==> src/rtl/lc3_controller.sv <==
// LC3 pipeline sequencer: stage enables, memory/control-flow stalls and execute operand bypass.
// Optional stall-cycle counter is built only when LC3_CTRL_PERF_EN is defined.
module lc3_controller #(
    parameter int FILL_DEPTH = 4
) (
    input  logic        clk,
    input  logic        rst,
    input  logic        complete_instr,
    input  logic        complete_data,
    input  logic [15:0] Instr_dout,
    input  logic [15:0] IR,
    input  logic [15:0] IR_Exec,
    input  logic [2:0]  NZP,
    input  logic [2:0]  psr,
    output logic        enable_updatePC,
    output logic        enable_fetch,
    output logic        enable_decode,
    output logic        enable_execute,
    output logic        enable_writeback,
    output logic        br_taken,
    output logic        bypass_alu_1,
    output logic        bypass_alu_2,
    output logic        bypass_mem_1,
    output logic        bypass_mem_2,
    output logic [1:0]  mem_state,
    output logic [15:0] stall_cycles
);
    localparam int FILL_W = $clog2(FILL_DEPTH + 1);

    localparam logic [3:0] OP_BR  = 4'b0000, OP_ADD = 4'b0001, OP_LD  = 4'b0010, OP_ST  = 4'b0011;
    localparam logic [3:0] OP_AND = 4'b0101, OP_LDR = 4'b0110, OP_STR = 4'b0111, OP_NOT = 4'b1001;
    localparam logic [3:0] OP_LDI = 4'b1010, OP_STI = 4'b1011, OP_JMP = 4'b1100, OP_TRAP = 4'b1111;

    typedef enum logic [1:0] {
        MEM_READ     = 2'd0,
        MEM_IND_READ = 2'd1,
        MEM_WRITE    = 2'd2,
        MEM_IDLE     = 2'd3
    } mem_state_t;

    mem_state_t        mem_q, mem_d;
    logic              store_q, store_d;
    logic              pend_q, pend_d;
    logic              stage_q, stage_d;
    logic [FILL_W-1:0] fill_q, fill_d;
    logic [3:0]        fill_en;

    logic [3:0] f_op, id_op, ex_op;
    assign f_op  = Instr_dout[15:12];
    assign id_op = IR[15:12];
    assign ex_op = IR_Exec[15:12];

    logic f_is_ctrl, ex_is_store, ex_is_mem, ex_indirect, ex_alu_prod, ex_mem_prod;
    assign f_is_ctrl   = (f_op == OP_BR) || (f_op == OP_JMP) || (f_op == OP_TRAP);
    assign ex_is_store = (ex_op == OP_ST) || (ex_op == OP_STR) || (ex_op == OP_STI);
    assign ex_mem_prod = (ex_op == OP_LD) || (ex_op == OP_LDR) || (ex_op == OP_LDI);
    assign ex_is_mem   = ex_is_store || ex_mem_prod;
    assign ex_indirect = (ex_op == OP_LDI) || (ex_op == OP_STI);
    assign ex_alu_prod = (ex_op == OP_ADD) || (ex_op == OP_AND) || (ex_op == OP_NOT);

    // Stage gi (fetch, decode, execute, writeback) is live once the fill counter passes gi.
    generate
        for (genvar gi = 0; gi < 4; gi++) begin : g_fill
            assign fill_en[gi] = (int'(fill_q) > gi);
        end
    endgenerate

    assign fill_d = (int'(fill_q) < FILL_DEPTH) ? fill_q + FILL_W'(1) : fill_q;

    always_ff @(posedge clk) begin
        if (!rst) begin
            mem_q   <= MEM_IDLE;
            store_q <= 1'b0;
            pend_q  <= 1'b0;
            stage_q <= 1'b0;
            fill_q  <= '0;
        end else begin
            mem_q   <= mem_d;
            store_q <= store_d;
            pend_q  <= pend_d;
            stage_q <= stage_d;
            fill_q  <= fill_d;
        end
    end

    always_comb begin
        enable_updatePC  = 1'b0;
        enable_fetch     = 1'b0;
        enable_decode    = 1'b0;
        enable_execute   = 1'b0;
        enable_writeback = 1'b0;
        br_taken         = 1'b0;
        mem_d            = mem_q;
        store_d          = store_q;
        pend_d           = pend_q;
        stage_d          = stage_q;
        if (mem_q != MEM_IDLE) begin
            // Only the final read of a load retires into the register file.
            enable_writeback = (mem_q == MEM_READ) && complete_data;
            if (complete_data) begin
                if (mem_q == MEM_IND_READ) begin
                    mem_d = store_q ? MEM_WRITE : MEM_READ;
                end else begin
                    mem_d = MEM_IDLE;
                end
            end
        end else if (complete_instr) begin
            enable_decode    = fill_en[1];
            enable_execute   = fill_en[2];
            enable_writeback = fill_en[3];
            if (pend_q) begin
                // stage_q marks the control instruction having reached IR_Exec.
                if (stage_q) begin
                    enable_updatePC = 1'b1;
                    br_taken        = (ex_op == OP_BR) ? |(NZP & psr) : 1'b1;
                    pend_d          = 1'b0;
                    stage_d         = 1'b0;
                end else begin
                    stage_d = 1'b1;
                end
            end else begin
                enable_updatePC = fill_en[0];
                enable_fetch    = fill_en[0];
                if (fill_en[0] && f_is_ctrl) begin
                    pend_d  = 1'b1;
                    stage_d = 1'b0;
                end
            end
            if (enable_execute && ex_is_mem) begin
                store_d = ex_is_store;
                mem_d   = ex_indirect ? MEM_IND_READ : (ex_is_store ? MEM_WRITE : MEM_READ);
            end
        end
    end

    assign mem_state = mem_q;

    logic [2:0] ex_dst;
    logic       src1_match, src2_match;
    assign ex_dst     = IR_Exec[11:9];
    assign src1_match = (IR[8:6] == ex_dst) &&
                        ((id_op == OP_ADD) || (id_op == OP_AND) || (id_op == OP_NOT) ||
                         (id_op == OP_LDR) || (id_op == OP_STR) || (id_op == OP_JMP));
    // Operand 2 carries either the register source of ADD/AND or the store data register.
    assign src2_match = ((IR[2:0] == ex_dst) && ((id_op == OP_ADD) || (id_op == OP_AND)) && !IR[5]) ||
                        ((IR[11:9] == ex_dst) &&
                         ((id_op == OP_ST) || (id_op == OP_STR) || (id_op == OP_STI)));

    assign bypass_alu_1 = enable_execute && src1_match && ex_alu_prod;
    assign bypass_alu_2 = enable_execute && src2_match && ex_alu_prod;
    assign bypass_mem_1 = enable_execute && src1_match && ex_mem_prod;
    assign bypass_mem_2 = enable_execute && src2_match && ex_mem_prod;

`ifdef LC3_CTRL_PERF_EN
    logic [15:0] stall_q, stall_d;
    assign stall_d = ((int'(fill_q) == FILL_DEPTH) && !enable_fetch && (stall_q != 16'hFFFF))
                     ? stall_q + 16'd1 : stall_q;
    always_ff @(posedge clk) begin
        if (!rst) begin
            stall_q <= 16'h0000;
        end else begin
            stall_q <= stall_d;
        end
    end
    assign stall_cycles = stall_q;
`else
    assign stall_cycles = 16'h0000;
`endif

    logic unused_bits;
    assign unused_bits = ^{Instr_dout[11:0], IR[4:3], IR_Exec[8:0]};
endmodule
==> config.mk <==
export PLATFORM = sky130hd
export DESIGN_NAME = lc3_controller
export DESIGN_NICKNAME = d
export VERILOG_FILES = /design/src/rtl/lc3_controller.sv
export SDC_FILE = /design/constraint.sdc
export NUM_CORES = 1
export LEC_CHECK = 0
export CAP_MARGIN = 10
export CORE_MARGIN = 3
export CORE_UTILIZATION = 31
export DETAILED_ROUTE_END_ITERATION = 16
export PLACE_DENSITY = 0.92
export REMOVE_ABC_BUFFERS = 1
export SETUP_SLACK_MARGIN = 0.5
export SKIP_CTS_REPAIR_TIMING = 1
export SYNTH_ARGS = -nofsm -noshare
export SYNTH_HDL_FRONTEND = slang
export SYNTH_SLANG_ARGS = --single-unit
==> constraint.sdc <==
create_clock -name clk -period 5.25 [get_ports clk]
set_clock_uncertainty 0.1 [all_clocks]
set_input_delay 1.575 -clock clk [delete_from_list [all_inputs] [get_ports clk]]
set_output_delay 1.575 -clock clk [all_outputs]
set_load 0.02 [all_outputs]
==> results.yml <==
status:
  status: "complete, no violations"
logic_synthesis:
  yosysSeqAreaShare_pct: 19.0
  yosys_warnings: 0
  netlist_area_um2: 843
  synth_mux_area_share_pct: 2.37
  synthCells: 108
  synth_seq_cells: 8
  yosysMostFrequentCell: "buf_4"
  synth_flop_cell: "dfxtp_1"
  synth_top_family_by_area: "simple AND/OR/NAND/NOR gates"
  ys_async_sr_fraction_pct: 0
  synthTopCellsByCount: "17 x buf_4, 10 x xnor2_1, 8 x dfxtp_1, 8 x nand2_1, 8 x nor2_1"
  synthDistinctLibCells: 38
  synth_simple_gate_area_share_pct: 28.0
  synth.top_cell.area_share_pct: 19.0
  synthXorXnorAreaFrac_pct: 12.5
  yosysTopAreaCell: "dfxtp_1"
  synth_compound_area_share_pct: 15.0
  ys_top_cells_by_area: "dfxtp_1 19%, buf_4 15%, xnor2_1 10%, ha_1 4.5%, nand2_1 3.6%"
  post_synth.cell_area_avg_um2: 7.81
  synth_edf_count: 0
  synthAdderAreaFrac_pct: 4.45
global_routing:
  grt_pass1_wl_mm: 3.15
  gr-total-overflow: 0
  first_global_vias: 815
  grt_max_degree: 14
  antenna_found_initial: 0
  track_usage_pct: 11.8
clock_tree:
  cts_buffer_depth: 2
  numClockSinks: 8
  cts_buffers: 3
  clk_pin_slew_worst_paths_ns: 0.05
  root_buffer: "clkbuf_4"
  htreeDepth: 1
  cts_tree: "built"
  clock_latency_ns: 0.26
finish:
  final_cells: 188
  finalInstanceArea_um2: 1320
  area_growth_syn_to_layout_pct: 56.8
  multiInputGateArea_um2: 592
  fill_cells: 253
  fin_nets: 221
  layout-drive-gt1-share_pct: 10.8
  diodes: 0
  register_area_um2: 160
power:
  p_leak_uw: 0.000603
  internal-power_uw: 159
  peakVddDrop_mv: 0.105
  pwr-share-seq_pct: 31.1
  p_sw_uw: 93.0
  p_comb_share_pct: 49.6
  powerDensity_nw_per_um2: 191
  switching_share_pct: 36.8
  clockPowerShare_pct: 19.3
  totalPowerFinal_uw: 253
worst_setup_path:
  critPathTopFamily: "buffers and inverters"
  slowest_delay_ns: 0.48
  cp_num_buf_inv: 2
  crit_path_start_kind: "primary input"
  required_ns: 3.58
  crit_fanout: 4
  slowest_stage: "clkdlybuf4s50_1"
  critical_path_arrival_ns: 3.04
  crit_chain: "clkdlybuf4s50_1, nor4b_2, nand4_1, o31a_1, nor4_1, clkbuf_2"
  critPathKind: "in2out"
  r2r_start: "fill_q[0]"
  endpoint_kind: "output port"
  cp-startpoint: "IR[13]"
timing:
  timing.fmax_ghz: 0.212
  rsz0062_at_grt: "true"
  fin_crit_sh_pct: 89.9
  whs_ns: 0.376
  report.final.slew_viol_count: 0
  finalHoldViolCount: 0
  min_period_ns: 4.72
  setup_viol: 0
routing:
  viasPerCell: 4.69
  routed_wl_mm: 2.07
  vias: 881
  drc_errors: 0
  avgRoutedWirePerCell_um: 11.0
  ant_nets: 0
  dr.pass1.iters: 4
  drt_iter0_drc: 24
placed_design:
  io_buffers: 46
  place_area_um2: 1290
  dp.cells: 184
  place_hpwl_mm: 1.68
  gp_congestion: 0.752
worst_hold_path:
  hold_class: "reg2reg"
  hp-start: "store_q"
floorplanning:
  dieArea_um2: 3380
  ioPinCount: 86
  start_util_pct: 33.4
  core_area_um2: 2520
  dieHeight_um: 58.2
  rows: 18
  die-width_um: 58.2
run:
  drv_cap: 0
## layer usage
layer  track usage [%]  share of wire, %
met1              12.3                39
met2              22.1                52
met3              1.78               7.5
met4              6.95               1.5
met5                 0                 0
## stage by stage
step	utilization (%)	setup slack, ns	TNS [ns]
after floorplan	-	0.781	0
after global placement	51.1	-0.00188	-0.00188
after detailed placement	51.1	0.00628	0
after CTS	52.0	0.00188	0
after global routing	52.4	0.378	0
final	52.4	0.530	0
## worst reg2reg max path, delay by kind of cell, from the launching register on
family	cells	cell delay, ns
flops	1	0.37
simple gates	2	0.39
fa+ha+maj	1	0.19
compound gates	2	0.19
buf+inv	2	0.24
## sequential cells by signal, summed over array words and instances (netlist names)
name,cells
mem_state,2
store_q,1
fill_q,3
pend_q,1
stage_q,1
## power by group through the flow
stage / Sequential [µW] / Combinational, µW / Clock (µW)
global route: 80.0 / 137 / 52.2
floorplan: 78.6 / 66.0 / 0
global placement: 79.1 / 122 / 0
detailed placement: 79.5 / 124 / 0
CTS: 78.2 / 125 / 49.3
finish: 78.5 / 125 / 48.8
## placed cells by master (no fill, tap or decap), types with 2 or more instances in the layout
cell / count
a21oi_1: 3
dfxtp_1: 8
nor4_1: 3
clkbuf_4: 3
nand4_1: 3
o21ai_0: 4
nand3b_1: 2
xor2_1: 2
dlymetal6s2s_1: 6
mux2i_1: 2
conb_1: 16
nand3_1: 3
buf_4: 5
ha_1: 3
nor3_1: 2
clkdlybuf4s50_1: 36
nand2_1: 8
nor2_1: 8
clkbuf_2: 3
nor2b_1: 2
a31oi_1: 2
inv_1: 6
xnor2_1: 10
## worst paths after layout
| kind | to | depth (start not counted) | slack (ns) |
|---|---|---|---|
| hold / removal | store_q | 2 | 0.38 |
| setup reg to reg | mem_state[1] | 7 | 3.63 |
| setup / recovery | bypass_mem_2 | 6 | 0.53 |
| hold reg to reg | store_q | 2 | 0.38 |
## cell type report
type | count | area share [%]
Multi-Input combinational cell | 91 | 44.7
Timing Repair Buffer | 50 | 36.9
Sequential cell | 8 | 12.1
Tap cell | 30 | 2.84
Clock buffer | 3 | 1.70
Inverter | 6 | 1.70
## cells by family after synthesis
group           Yosys count
simple gates             41
buf+inv                  24
compound gates           17
xor+xnor                 12
flops                     8
fa+ha+maj                 3
mux                       2
other cells               1
No activity file was read; power rests on OpenSTA's default activity.
